File: src/rtl/run_ctrl_pkg.sv
// Shared types for run_ctrl: FSM state encoding, mode codes and sizing helpers.
package run_ctrl_pkg;

  typedef enum logic [1:0] {
    StReset = 2'd0,
    StHalt  = 2'd1,
    StRun   = 2'd2,
    StBurst = 2'd3
  } run_state_e;

  localparam logic [1:0] MODE_RUN   = 2'b00;
  localparam logic [1:0] MODE_HALT  = 2'b01;
  localparam logic [1:0] MODE_STEP  = 2'b10;
  localparam logic [1:0] MODE_BURST = 2'b11;

  // Counter only needs to reach hold-1 before leaving the reset state.
  function automatic int unsigned rst_cnt_width(input int unsigned hold);
    return (hold > 2) ? $clog2(hold) : 1;
  endfunction

endpackage

File: src/rtl/ce_divider.sv
// Free-running clock-enable divider: tick_o pulses once every (div_i + 1) cycles.
module ce_divider #(
  parameter int unsigned DIV_W = 8
) (
  input  logic             clk_i,
  input  logic             rst_i,
  input  logic [DIV_W-1:0] div_i,
  output logic             tick_o
);

  logic [DIV_W-1:0] div_cnt_q, div_cnt_d;

  assign tick_o = (div_cnt_q == div_i);

  // A shrunken div leaves the count above the limit; wrap straight back to 0.
  always_comb begin
    div_cnt_d = div_cnt_q + DIV_W'(1);
    if (div_cnt_q >= div_i) begin
      div_cnt_d = '0;
    end
  end

  always_ff @(posedge clk_i or posedge rst_i) begin
    if (rst_i) begin
      div_cnt_q <= '0;
    end else begin
      div_cnt_q <= div_cnt_d;
    end
  end

endmodule

File: src/rtl/run_ctrl.sv
// Core run controller: reset sequencing, run/halt/step/burst gating of the core clock enable.
// Define BREAKPOINT_EN to add the PC breakpoint comparator and sticky hit flag.
module run_ctrl
  import run_ctrl_pkg::*;
#(
  parameter int unsigned DIV_W    = 8,
  parameter int unsigned PC_W     = 32,
  parameter int unsigned CNT_W    = 32,
  parameter int unsigned RST_HOLD = 4
) (
  input  logic             clk_in,
  input  logic             reset,
  input  logic [DIV_W-1:0] div,
  input  logic [1:0]       mode,
  input  logic             step_req,
  input  logic [CNT_W-1:0] burst_len,
  input  logic [PC_W-1:0]  pc,
  input  logic [PC_W-1:0]  bp_addr,
  input  logic             bp_valid,
  input  logic             hit_clr,
  output logic             cpu_ce,
  output logic             core_reset,
  output logic [1:0]       state,
  output logic [CNT_W-1:0] cycle_cnt,
  output logic             hit
);

  localparam int unsigned RstW = rst_cnt_width(RST_HOLD);

  run_state_e       state_q, state_d;
  logic [RstW-1:0]  rst_cnt_q, rst_cnt_d;
  logic [CNT_W-1:0] burst_cnt_q, burst_cnt_d;
  logic [CNT_W-1:0] cycle_cnt_q, cycle_cnt_d;
  logic             step_pend_q, step_pend_d;
  logic             ce_q, ce_d;
  logic             core_reset_q, core_reset_d;
  logic             tick;
  logic             bp_match;
  logic             bp_stop;
  logic             leave_halt;
  logic             step_arm;

  ce_divider #(
    .DIV_W (DIV_W)
  ) u_ce_divider (
    .clk_i  (clk_in),
    .rst_i  (reset),
    .div_i  (div),
    .tick_o (tick)
  );

`ifdef BREAKPOINT_EN
  logic skip_q, skip_d;
  logic hit_q, hit_d;

  assign bp_match = bp_valid && (pc == bp_addr) && !skip_q;
`else
  assign bp_match = 1'b0;
`endif

  always_comb begin
    state_d      = state_q;
    rst_cnt_d    = rst_cnt_q;
    burst_cnt_d  = burst_cnt_q;
    step_pend_d  = step_pend_q;
    ce_d         = 1'b0;
    core_reset_d = 1'b0;
    bp_stop      = 1'b0;
    leave_halt   = 1'b0;
    step_arm     = 1'b0;

    unique case (state_q)
      StReset: begin
        core_reset_d = 1'b1;
        if (32'(rst_cnt_q) + 32'd1 >= RST_HOLD) begin
          state_d      = StHalt;
          core_reset_d = 1'b0;
        end else begin
          rst_cnt_d = rst_cnt_q + RstW'(1);
        end
      end

      StHalt: begin
        if (tick && step_pend_q) begin
          step_pend_d = 1'b0;
          if (bp_match) begin
            bp_stop = 1'b1;
          end else begin
            ce_d = 1'b1;
          end
        end
        // A request landing on the consuming cycle re-arms; one arriving while pending is lost.
        if (mode == MODE_STEP && step_req && !step_pend_d) begin
          step_pend_d = 1'b1;
          step_arm    = 1'b1;
        end
        if (mode == MODE_RUN) begin
          state_d    = StRun;
          leave_halt = 1'b1;
        end else if (mode == MODE_BURST && step_req && burst_len != '0) begin
          state_d     = StBurst;
          burst_cnt_d = burst_len;
          leave_halt  = 1'b1;
        end
        if (leave_halt) begin
          step_pend_d = 1'b0;
        end
      end

      StRun: begin
        if (tick) begin
          if (bp_match) begin
            bp_stop = 1'b1;
          end else begin
            ce_d = 1'b1;
          end
        end
        if (bp_stop || mode != MODE_RUN) begin
          state_d = StHalt;
        end
      end

      StBurst: begin
        if (mode == MODE_HALT) begin
          state_d     = StHalt;
          burst_cnt_d = '0;
        end else if (tick) begin
          if (bp_match) begin
            bp_stop     = 1'b1;
            state_d     = StHalt;
            burst_cnt_d = '0;
          end else begin
            ce_d        = 1'b1;
            burst_cnt_d = burst_cnt_q - CNT_W'(1);
            if (burst_cnt_q == CNT_W'(1)) begin
              state_d = StHalt;
            end
          end
        end
      end

      default: begin
        state_d = StReset;
      end
    endcase

    cycle_cnt_d = cycle_cnt_q + CNT_W'(ce_d);
  end

  always_ff @(posedge clk_in or posedge reset) begin
    if (reset) begin
      state_q      <= StReset;
      rst_cnt_q    <= '0;
      burst_cnt_q  <= '0;
      cycle_cnt_q  <= '0;
      step_pend_q  <= 1'b0;
      ce_q         <= 1'b0;
      core_reset_q <= 1'b1;
    end else begin
      state_q      <= state_d;
      rst_cnt_q    <= rst_cnt_d;
      burst_cnt_q  <= burst_cnt_d;
      cycle_cnt_q  <= cycle_cnt_d;
      step_pend_q  <= step_pend_d;
      ce_q         <= ce_d;
      core_reset_q <= core_reset_d;
    end
  end

`ifdef BREAKPOINT_EN
  // skip lets the instruction that tripped the breakpoint execute once on resume.
  always_comb begin
    skip_d = skip_q;
    if (leave_halt || step_arm) begin
      skip_d = 1'b1;
    end else if (ce_d) begin
      skip_d = 1'b0;
    end
    hit_d = hit_q;
    if (hit_clr) begin
      hit_d = 1'b0;
    end
    if (bp_stop) begin
      hit_d = 1'b1;
    end
  end

  always_ff @(posedge clk_in or posedge reset) begin
    if (reset) begin
      skip_q <= 1'b0;
      hit_q  <= 1'b0;
    end else begin
      skip_q <= skip_d;
      hit_q  <= hit_d;
    end
  end

  assign hit = hit_q;
`else
  logic unused_bp;
  assign unused_bp = ^{pc, bp_addr, bp_valid, hit_clr, bp_stop, leave_halt, step_arm};
  assign hit       = 1'b0;
`endif

  assign cpu_ce     = ce_q;
  assign core_reset = core_reset_q;
  assign state      = state_q;
  assign cycle_cnt  = cycle_cnt_q;

endmodule

File: config.mk
export PLATFORM = sky130hd
export DESIGN_NAME = run_ctrl
export DESIGN_NICKNAME = d
export VERILOG_FILES = /design/src/rtl/run_ctrl_pkg.sv /design/src/rtl/ce_divider.sv /design/src/rtl/run_ctrl.sv
export SDC_FILE = /design/constraint.sdc
export NUM_CORES = 1
export LEC_CHECK = 0
export BUFFER_PORTS_ARGS = -buffer_cell sky130_fd_sc_hd__buf_2
export CAP_MARGIN = 20
export CORE_MARGIN = 1.5
export CORE_UTILIZATION = 43
export DETAILED_ROUTE_END_ITERATION = 8
export PLACE_DENSITY = 0.8
export SYNTH_ARGS = -nofsm -noshare
export SYNTH_HDL_FRONTEND = slang
export SYNTH_SLANG_ARGS = --single-unit
File: constraint.sdc
create_clock -name clk_in -period 3.5 [get_ports clk_in]
set_clock_uncertainty 0.15 [all_clocks]
set_input_delay 0.35 -clock clk_in [delete_from_list [all_inputs] [get_ports clk_in]]
set_output_delay 0.35 -clock clk_in [all_outputs]
set_load 0.02 [all_outputs]
# ---- Word-level counts from Yosys, hierarchy flattened
# Index checks and enable logic that the tools add are counted.
dict set report totals {
  reg_bits 79
  inputBits 111
  word_cells 74
}
dict set report classes {
  add_sub_neg 5
  order_cmp 2
  eq_ne 15
  mux 28
  bitwise_logic 1
  reduce_logical 15
}
# cell n
set ops {}
lappend ops {{32-bit 2-to-1 mux} 4}
lappend ops {{32-bit case mux with 2 select lines} 1}
lappend ops {{32-bit by 1-bit adder with 32-bit output} 1}
lappend ops {{32-bit by 1-bit equality test with 1-bit output, second input constant} 1}
lappend ops {{32-bit nonzero test} 1}
lappend ops {{32-bit by 1-bit subtractor with 32-bit output, second input constant} 1}
lappend ops {{2-bit 2-to-1 mux} 7}
lappend ops {{1-bit 2-to-1 mux} 13}
lappend ops {{3-bit inequality test, second input constant} 3}
lappend ops {{8-bit by 1-bit adder with 8-bit output, second input constant} 1}
lappend ops {{2-bit equality test, second input constant} 4}
lappend ops {{8-bit equality test} 1}
lappend ops {{8-bit >= comparator} 1}
lappend ops {{8-bit 2-to-1 mux} 1}
lappend ops {{2-bit inequality test, second input constant} 4}
lappend ops {{2-bit case mux with 4 select lines} 1}
lappend ops {{1-bit logical AND} 5}
lappend ops {{5-bit AND reduction} 1}
lappend ops {{2-bit by 1-bit equality test with 1-bit output, second input constant} 2}
lappend ops {{2-bit zero test} 2}
lappend ops {{4-bit AND reduction} 1}
lappend ops {{2-bit nonzero test} 2}
lappend ops {{2-bit by 1-bit adder with 3-bit output, second input constant} 1}
lappend ops {{3-bit >= comparator, second input constant} 1}
lappend ops {{other kinds (6)} 6}

# ---- Depth between registers and ports, before layout
# Gate-level depths: netlist of the first run.
dict set report depth {
  depth_word 8
  ltp_mapped 12
  ltp_nobuf 12
}

# ---- Modules after synthesis
# A second synthesis of the first run with hierarchy kept.
dict set report unflattened {
  cells_unflattened 483
  area_unflattened_um2 4498.1
}
# mod n_inst cells_per_inst area_per_inst_um2 seq_area_each_um2
set modules_own_cells {}
lappend modules_own_cells {run_ctrl 1 422 3910.0 1778.0}
lappend modules_own_cells {ce_divider 1 61 588.1 200.2}

# ---- Least setup slack after synthesis of the first run
# OpenSTA, ideal clock, no wires.
dict set report synth_timing {
  kind {register to register}
  startpoint {register u_ce_divider.div_cnt_q[5]}
  endpoint {register cycle_cnt_q[30] (netlist: cycle_cnt[30])}
  setup_ns 0.129
  arrival_ns 2.747
  t_required_ns 3.221
  setup_slack_ns 0.474
  path_stages_with_launch 12
  cell_sequence {dfrtp_1 -> ha_1 -> nand4_1 -> or2_2 -> nor2_1 -> ha_1 -> ha_1 -> nand2_1 -> nor4_1 -> and4_1 -> nand4_1 -> xnor2_1}
}
dict set report synth_between {
  elab_chain_len 5
  word_cells_on_any_way 7
}
# element line
set synth_rtl {}
lappend synth_rtl {{start: declaration} ce_divider.sv:11} ;# logic [DIV_W-1:0] div_cnt_q, div_cnt_d;
lappend synth_rtl {{start signal: assignment} ce_divider.sv:27} ;# div_cnt_q <= div_cnt_d;
lappend synth_rtl {{8-bit equality test (*)} ce_divider.sv:13} ;# assign tick_o = (div_cnt_q == div_i);
lappend synth_rtl {{1-bit 2-to-1 mux or 1-bit logical AND (tied branches)} {run_ctrl.sv:127, run_ctrl.sv:84}}
lappend synth_rtl {{1-bit 2-to-1 mux, on equally long branches} {run_ctrl.sv:124, run_ctrl.sv:84}}
lappend synth_rtl {{1-bit case mux with 3 select lines (*)} run_ctrl.sv:72} ;# unique case (state_q)
lappend synth_rtl {{via ce_d} run_ctrl.sv:35} ;# logic ce_q, ce_d;
lappend synth_rtl {{32-bit by 1-bit adder with 32-bit output (*)} run_ctrl.sv:147} ;# cycle_cnt_d = cycle_cnt_q + CNT_W'(ce_d);
lappend synth_rtl {{via cycle_cnt_d[30]} run_ctrl.sv:33} ;# logic [CNT_W-1:0] cycle_cnt_q, cycle_cnt_d;
lappend synth_rtl {{end signal: assignment} run_ctrl.sv:163} ;# cycle_cnt_q <= cycle_cnt_d;
lappend synth_rtl {{end: declaration} run_ctrl.sv:33}
# The timed path passes the listed nets; every way through them passes the cells marked *.
# A chain may end at the register's enable or synchronous reset.

# ---- Worst setup path in the final report of the first run
dict set report layout_timing {
  startpoint {register u_ce_divider.div_cnt_q[0]}
  endpoint {register cycle_cnt_q[30] (netlist: cycle_cnt[30])}
}
# The elaborated chain is that of the path after synthesis.

==> results.md, run 1 <==
- Status: finished, final reports clean
- H-Tree Depth: 3
- Leak: 0.00240 uW
- Worst setup SP type: flop
- Die height: about 110 um
- Finished Layout Cells: about 700
- Initial Util: 43.8%
- Layout net count: 692
- Placed inst area: 5050 um^2
- FF-to-FF End: cycle_cnt[30]
- Die width: 105 um
- Synth Cell Area: 4480 um^2
- Synth unique cells: 55
- Number of flops mapped to enable cells by yosys: 0
- Wirelength per Cell: 15.6 um
- Part of the cycle the worst path needs: roughly 90%
- GR Util met3: 3.99%
- Hold Crit Endpoint: burst_cnt_q[3]
- Grt met2 use: a little over a third
- First-pass GRT wire length: 18.9 mm
- Seq pwr share: 40.9%
- Tot Pwr: 3410 uW
- Number of fill cells: 950
- Die area: between 10000 and 15000 um^2
- Ys flop type: dfrtp_1
- Most frequent cell after synthesis: dfrtp_1
- Layout cells sized above 1: a little over 20%
- Cell count after synthesis: 488
- Crit path top cell by count: ha_1
- Max Cap Violations: 0
- Sum Neg Setup Slack: 0 ns
- F_max: 321 MHz
- Post-DRT Antenna Nets: 0
- Hold Crit Class: in -> reg
- Seq/Total Area, Yosys: 44.2%
- CTS tree: built
- Slew Limit Headroom: 35.2%
- Routability Congestion: between 0.9 and 1
- P_int: roughly 2000 uW
- Synth Register Bits: 79
- R2R Setup Slk: just under 0.4 ns
- # rows: 37
- Worst Reg-to-Reg Cells: 13
- Critical path class: reg -> reg
- ANT cells: 0
- Syn_area_per_cell: just over 9 um^2
- Vias per inst: just under 6
- Clock slew at reported path FFs: 0.09 ns
- Combinational share of power: 38.9%
- Sw Share: 42.1%
- Placed cells: 690
- Largest cells by area after synthesis: dfrtp_1 (44%), o21ai_0 (5.1%), ha_1 (4.2%)
- Top delay family on crit path: simple AND/OR/NAND/NOR gates
- Finish-stage setup viols: 0
- IO Count: ~150
- CP Capture Type: flop
- Vias in the first global route: slightly below 4000
- Synth top cells by count: dfrtp_1 (78), o21ai_0 (46), nor2_1 (41), nand2_1 (32), nor3_1 (23)
- Total CTS buffers: 9
- Clk_lat worst skew: about 0.36 ns
- Pwr Density: 649 nW/um^2
- Slew of the pin with the lowest slew margin: 0.963 ns
- Slowest-stage cell, CP: dfrtp_1
- Drc violations: 0
- Clock network power share: between 20 and 25%
- Worst-path fanout max: 6
- CP bufs+invs: 2
- CP peak stage delay: 0.43 ns
- Antenna violations before repair: 0
- Worst-path cell chain: inv_1, ha_1, nand4_1, or2_2, nor2_1, ha_1, ha_1, nand2_1, nor4_1, buf_4, and4_1, nand4_1, xnor2_1
- Peak VDD IR: 0.000246 V
- DR pass1 iterations: 5
- # clock sinks: 79
- Final Critical Period: a little over 3 ns
- Hold Crit Start: burst_len[3]
- Net Sw Power: 1440 uW
- GR Util met1: 27.1%
- Synth warn: 0
- Post-route cell area: 5250 um^2
- Data required, critical path: 3.61 ns
- Post-synth ARST share: 100%
- Area delta synth->final: 17.3%
- WHS Path Cells: 3
- Unrepaired setup endpoints after global routing: false
- Number of nets produced by synthesis: 614
- Setup Fix Bufs, Post-CTS: 0
- Final Hold Viols: 0
- Hold WS: between 0.1 and 0.15 ns
- CTS Root Cell: clkbuf_8
- Gr busiest metal: met2
- Total grt overflow: 0
- Core area: 10200 um^2
- DRC violation total after the first TritonRoute iteration: 214
- Port Buf Inserts: 80
- Overall routing resource usage: approximately a fifth
- # resized after CTS: 0
- Cell taking the most area after synthesis: dfrtp_1
- CP arrival: 3.22 ns
- CP Depth: 13
- Synth top area share: 43.6%
- Largest net degree at the start of global routing: 47
- Max Root-Sink Buffers: 2
- DRT Wirelength: 11.0 mm
- Vias: 4073
- RR Startpoint: u_ce_divider.div_cnt_q[0]
- HPWL Detailed: about 8 mm
- Final Slew Violations: 0
routing by layer:
metal | vias up | share of wire, % | wire length, um
met3 | 27 | 5.8 | 642
met5 | - | 0 | 0
met4 | 0 | 2.2 | 246
met2 | 155 | 48 | 5280
met1 | 1948 | 44 | 4820
li1 | 1943 | - | -
cell families after synthesis:
group / Yosys count / share of synthesized area [%]
other: 1 / 0.0837
xor gates and xnor gates: 37 / 7.23
buffers and inverters: 42 / 3.69
adders and majority gates: 15 / 4.19
and+or+nand+nor: 186 / 22.7
AOI/OAI and AO/OA: 124 / 17.1
muxes: 4 / 0.922
DFF: 79 / 44.2
power groups by stage:
| stage | logic, uW | clock network [uW] | registers (uW) |
|---|---|---|---|
| after floorplan | 1020 | 0 | 1350 |
| after global placement | 1250 | 0 | 1390 |
| after detailed placement | 1320 | 0 | 1410 |
| after CTS | 1320 | 709 | 1390 |
| after global routing | 1500 | 748 | 1440 |
| final | 1330 | 688 | 1400 |
per-stage QoR:
step	worst slack, ns	utilization (%)
4_1_cts	0.338	51.4
6_report	0.389	51.4
3_3_place_gp	0.403	49.4
3_5_place_dp	0.324	49.4
5_1_grt	0.0653	51.4
2_1_floorplan	0.474	-
worst min-delay path: stages:
cell	delay [ns]
buf_2	0.09
a21oi_1	0.05
o21ai_0	0.13
placed cells by master, fill, tap and decap left out, types with 14 or more instances in the layout:
master	instances
dfrtp_1	78
xor2_1	16
a21oi_1	22
ha_1	15
xnor2_1	21
buf_2	80
nor2_1	41
nand4_1	14
nor4_1	15
nand3_1	18
nand2_1	32
nor3_1	23
o21ai_0	46
inv_1	17
timing repair:
action	in CTS	in global routing
hold endpoints to repair	33	0
hold buffers	1	0
setup endpoints to repair	0	0
final cells by class:
cell class / instances / area, um^2 / share of cell area (%)
Clock inverter: 6 / 70.1 / 1.33
Clock buffer: 9 / 124 / 2.36
Multi-Input combinational cell: 367 / 2350 / 44.7
Tap cell: 136 / 170 / 3.24
Sequential cell: 79 / 1980 / 37.7
Timing Repair Buffer: 91 / 498 / 9.48
Inverter: 18 / 67.6 / 1.29
worst max path at each step:
stage                    end                 startpoint  slack [ns]
6_report       cycle_cnt[30]  u_ce_divider.div_cnt_q[0]        0.39
3_3_place_gp   cycle_cnt[31]                     div[5]        0.40
3_5_place_dp   cycle_cnt[27]                     div[5]        0.32
5_1_grt        cycle_cnt[27]  u_ce_divider.div_cnt_q[0]        0.07
4_1_cts        cycle_cnt[27]  u_ce_divider.div_cnt_q[5]        0.34
2_1_floorplan  cycle_cnt[30]  u_ce_divider.div_cnt_q[5]        0.47
sequential cells by signal (all words and copies together) (netlist names):
name and count:
burst_cnt_q 32, state 2, u_ce_divider.div_cnt_q 8, rst_cnt_q 2, cycle_cnt 32, cpu_ce 1
core_reset 1, step_pend_q 1
Power figures use the tool's default switching activity.
==> inputs of run 2 (changes only) <==
--- a/config.mk
+++ b/config.mk
@@ -5,8 +5,7 @@
 export SDC_FILE = /design/constraint.sdc
 export NUM_CORES = 1
 export LEC_CHECK = 0
-export BUFFER_PORTS_ARGS = -buffer_cell sky130_fd_sc_hd__buf_2
-export CAP_MARGIN = 20
+export BUFFER_PORTS_ARGS = -buffer_cell sky130_fd_sc_hd__buf_4
 export CORE_MARGIN = 1.5
 export CORE_UTILIZATION = 43
 export DETAILED_ROUTE_END_ITERATION = 8
==> results.md, run 2 (same netlist as run 1, synthesis figures left out) <==
- Status: finished, final reports clean
- Final Slew Violations: 0
- CTS Root Cell: clkbuf_8
- R2R Setup Slk: 0.34 ns
- Slew of the pin with the lowest slew margin: 0.910 ns
- Drc violations: 0
- Final Hold Viols: 0
- Leak: 0.00246 uW
- HPWL Detailed: 7.91 mm
- Number of fill cells: 924
- Total grt overflow: 0
- Layout net count: 691
- Die area: between 10000 and 15000 um^2
- Largest net degree at the start of global routing: 80
- Final Critical Period: 3.16 ns
- Clock slew at reported path FFs: 0.10 ns
- FF-to-FF End: cycle_cnt[30]
- Core area: between 10000 and 15000 um^2
- First-pass GRT wire length: about 19 mm
- Worst-path fanout max: 6
- Peak VDD IR: 0.000246 V
- Setup Fix Bufs, Post-CTS: 0
- Vias: roughly 4100
- Initial Util: 43.8%
- Hold Crit Class: in -> reg
- Die height: 105 um
- Hold Crit Endpoint: state[0]
- Finish-stage setup viols: 0
- Die width: 105 um
- ANT cells: 0
- Overall routing resource usage: 20.5%
- Routability Congestion: between 0.9 and 1
- DRT Wirelength: around 11 mm
- Vias per inst: 5.77
- Antenna violations before repair: 0
- Sum Neg Setup Slack: 0 ns
- # rows: 37
- Slew Limit Headroom: 38.8%
- CP arrival: 3.26 ns
- Clk_lat worst skew: around 0.35 ns
- RR Startpoint: u_ce_divider.div_cnt_q[0]
- # clock sinks: 79
- H-Tree Depth: 3
- Hold WS: 0.118 ns
- Wirelength per Cell: 15.5 um
- Unrepaired setup endpoints after global routing: false
- DR pass1 iterations: 5
- Max Root-Sink Buffers: 2
- Area delta synth->final: 22.2%
- Critical path class: reg -> reg
- Port Buf Inserts: 80
- Most frequent cells in the layout: buf_4 (87), dfrtp_1 (78), o21ai_0 (46), nor2_1 (40), nand2_1 (32)
- Worst Reg-to-Reg Cells: 13
- Vias in the first global route: between 3000 and 4000
- CTS tree: built
- Part of the cycle the worst path needs: 90.3%
- Post-DRT Antenna Nets: 0
- CP Capture Type: flop
- Pwr Density: 636 nW/um^2
- Data required, critical path: 3.60 ns
- Max Cap Violations: 0
- Hold Crit Start: mode[0]
- Total CTS buffers: 9
- F_max: 316 MHz
- WHS Path Cells: 3
- DRC violation total after the first TritonRoute iteration: around 250
- Layout cells sized above 1: 20.9%
- Commonest non-fill, non-tap cell in the layout: buf_4
- Worst setup SP type: flop
- IO Count: approximately 150
[run 2: where the power goes]
part / leakage (uW) / total, uW / switching (uW) / internal, uW
clock: 0.000103 / 721 / 378 / 343
combinational: 0.00134 / 1360 / 837 / 528
sequential: 0.00102 / 1400 / 247 / 1150
[run 2: stage by stage]
stage          instance area [um^2]  setup slack [ns]  total power (uW)  util (%)  cells
2_1_floorplan                  4480             0.474              2380         -    488
3_3_place_gp                   5260             0.278              2680      51.4    689
3_5_place_dp                   5260             0.238              2760      51.4    689
4_1_cts                        5470             0.255              3490      53.5    706
5_1_grt                        5480            0.0156              3750      53.5    706
6_report                       5480             0.339              3480      53.5    706
[run 2: worst max-delay path, stage by stage (launching register included)]
cell and delay (ns):
dfrtp_1 0.44, inv_1 0.07, ha_1 0.29, nand4_1 0.15
or2_2 0.35, nor2_2 0.17, ha_1 0.17, ha_1 0.27
nand2_1 0.08, nor4_1 0.18, buf_4 0.19, and4_1 0.26
nand4_1 0.14, xnor2_1 0.15
[run 2: how the worst max path moves through the flow]
stage	start	end	slack [ns]
2_1_floorplan	u_ce_divider.div_cnt_q[5]	cycle_cnt[30]	0.47
3_3_place_gp	div[5]	cycle_cnt[30]	0.28
3_5_place_dp	div[5]	cycle_cnt[30]	0.24
4_1_cts	u_ce_divider.div_cnt_q[5]	cycle_cnt[30]	0.26
5_1_grt	u_ce_divider.div_cnt_q[0]	cycle_cnt[30]	0.02
6_report	u_ce_divider.div_cnt_q[0]	cycle_cnt[30]	0.34
[run 2: layer usage]
layer | routed length (um) | global-route usage [%]
met1 | 4820 | 26.4
met2 | 5430 | 34.3
met3 | 545 | 3.56
met4 | 146 | 7.63
met5 | 0 | 0
[run 2: final cells by class]
cell class | instances | area (um^2) | area share [%]
tap | 136 | 170 | 3.11
clock buffer | 9 | 124 | 2.26
clock inverter | 7 | 83.8 | 1.53
inverter | 18 | 67.6 | 1.23
sequential | 79 | 1980 | 36.1
multi-input combinational | 367 | 2350 | 42.9
timing repair buffer | 90 | 703 | 12.8
[run 2: repair_timing]
action                                  in CTS  in global routing
endpoints found under the setup margin       0                  2
endpoints found under the hold margin       78                  0
gates resized for setup                      0                  1
hold buffers                                 1                  0
==> inputs of run 3 (changes only) <==
--- a/config.mk
+++ b/config.mk
@@ -6,6 +6,7 @@
 export NUM_CORES = 1
 export LEC_CHECK = 0
 export BUFFER_PORTS_ARGS = -buffer_cell sky130_fd_sc_hd__buf_4
+export CORE_ASPECT_RATIO = 0.9
 export CORE_MARGIN = 1.5
 export CORE_UTILIZATION = 43
 export DETAILED_ROUTE_END_ITERATION = 8
==> results.md, run 3 (same netlist as run 1, synthesis figures left out) <==
- Status: finished, final reports clean
- Final Critical Period: 3.14 ns
- HPWL Detailed: around 8 mm
- Max Root-Sink Buffers: 2
- F_max: roughly 320 MHz
- Drc violations: 0
- Commonest non-fill, non-tap cell in the layout: buf_4
- CTS tree: built
- DRT Wirelength: between 10 and 15 mm
- Worst setup SP type: flop
- Core area: a little over 10000 um^2
- Crit. Startpoint: u_ce_divider.div_cnt_q[2]
- Layout net count: between 600 and 700
- Overall routing resource usage: 20.4%
- Worst-path fanout max: 6
- Clk_lat worst skew: 0.33 ns
- Multi-input gate area: 2350 um^2
- Critical path class: reg -> reg
- Most frequent cells in the layout: buf_4 (89), dfrtp_1 (78), o21ai_0 (46), nor2_1 (40), nand2_1 (32)
- CP endpoint: cycle_cnt[30]
- # resized after CTS: 0
- DRC violation total after the first TritonRoute iteration: 211
- Part of the cycle the worst path needs: approximately nine tenths
- Final setup margin: 0.364 ns
- Number of fill cells: 896
- Slew Limit Headroom: 25.5%
- # rows: 35
- Gr busiest metal: met2
- Die height: roughly 100 um
- CTS Root Cell: clkbuf_16
- CP Capture Type: flop
- DR pass1 iterations: 5
- Wirelength per Cell: 16.0 um
- Post-route cell area: 5590 um^2
- Vias in the first global route: 3958
- Final Hold Viols: 0
- Hold Crit Class: in -> reg
- Area delta synth->final: 24.8%
- Hold_buf cts: 0
- R2R Setup Slk: 0.36 ns
- Total grt overflow: 0
- Layout cells sized above 1: 21.1%
- Peak VDD IR: around 0.00029 V
- ANT cells: 0
- Hold WS: 0.146 ns
- Vias per inst: 5.77
- Worst Reg-to-Reg Cells: 12
- GR Util met3: 4.29%
- Grt met2 use: between 30% and 40%
- FF-to-FF End: cycle_cnt[30]
- Data required, critical path: 3.57 ns
- Slew of the pin with the lowest slew margin: 1.12 ns
- First-pass GRT wire length: 18.6 mm
- Setup Fix Bufs, Post-CTS: 0
- # clock sinks: 79
- Die area: around 11000 um^2
- Initial Util: between 40% and 50%
- Vias: 4033
- Routability Congestion: 0.902
- Port Buf Inserts: 80
- Reg area: between 1500 and 2000 um^2
- IO Count: 148
- Leak: 0.00251 uW
- CP arrival: 3.20 ns
- RR Startpoint: u_ce_divider.div_cnt_q[2]
- Placed inst area: about 5200 um^2
- GR Util met1: 25.9%
- Final core utilization: 54.8%
- Sum Neg Setup Slack: 0 ns
- Finish-stage setup viols: 0
- Max Cap Violations: 0
- Place WS: 0.278 ns
- H-Tree Depth: 3
- Pwr Density: 690 nW/um^2
- Die width: 111 um
- Final Slew Violations: 0
- Antenna violations before repair: 0
- Post-DRT Antenna Nets: 0
- Largest net degree at the start of global routing: 55
- Clock slew at reported path FFs: 0.06 ns
- Unrepaired setup endpoints after global routing: false
- Total CTS buffers: 9
run 3: cell types whose count changed in the layout (fill, tap and decap cells not counted), moves of 2 or more:
| cell | change |
|---|---|
| clkbuf_16 | +9 |
| clkbuf_8 | -9 |
| bufinv_16 | +2 |
| buf_4 | +2 |
| inv_6 | -2 |
run 3: through the flow:
stage	total power [uW]	cells
4_1_cts	3860	699
6_report	3850	699
5_1_grt	4110	699
2_1_floorplan	2380	488
3_3_place_gp	2680	683
3_5_place_dp	2750	683
run 3: area by class of cell:
| cell class | count | area share (%) |
|---|---|---|
| Timing Repair Buffer | 90 | 12.3 |
| Clock buffer | 9 | 4.03 |
| Multi-Input combinational cell | 367 | 42.0 |
| Clock inverter | 7 | 2.15 |
| Inverter | 18 | 1.21 |
| Sequential cell | 79 | 35.4 |
| Tap cell | 129 | 2.89 |
run 3: how the worst min path moves through the flow:
stage,cells past startpoint,start,endpoint
finish,3,mode[0],state[0]
CTS,3,mode[0],state[0]
floorplan,1,rst_cnt_q[0],rst_cnt_q[0]
global route,3,mode[0],state[0]
global placement,1,cycle_cnt[31],cycle_cnt[31]
detailed placement,1,cycle_cnt[31],cycle_cnt[31]
run 3: critical path, cell delays in order (launching register included):
cell,delay [ns]
dfrtp_1,0.45
ha_1,0.33
nand4_1,0.15
or2_2,0.36
nor2_2,0.18
ha_1,0.17
ha_1,0.27
nand2_1,0.08
nor4_1,0.17
buf_4,0.19
and4_1,0.25
nand4_1,0.12
xnor2_1,0.14
run 3: report_power, final:
group	switching (uW)	internal, uW
registers	268	1150
logic	827	525
clock network	382	699
run 3: metal layers:
layer  vias up  wire length [um]
li1       1948                 -
met3        27               550
met1      1936              4790
met4         0               260
met2       122              5560
met5         -                 0
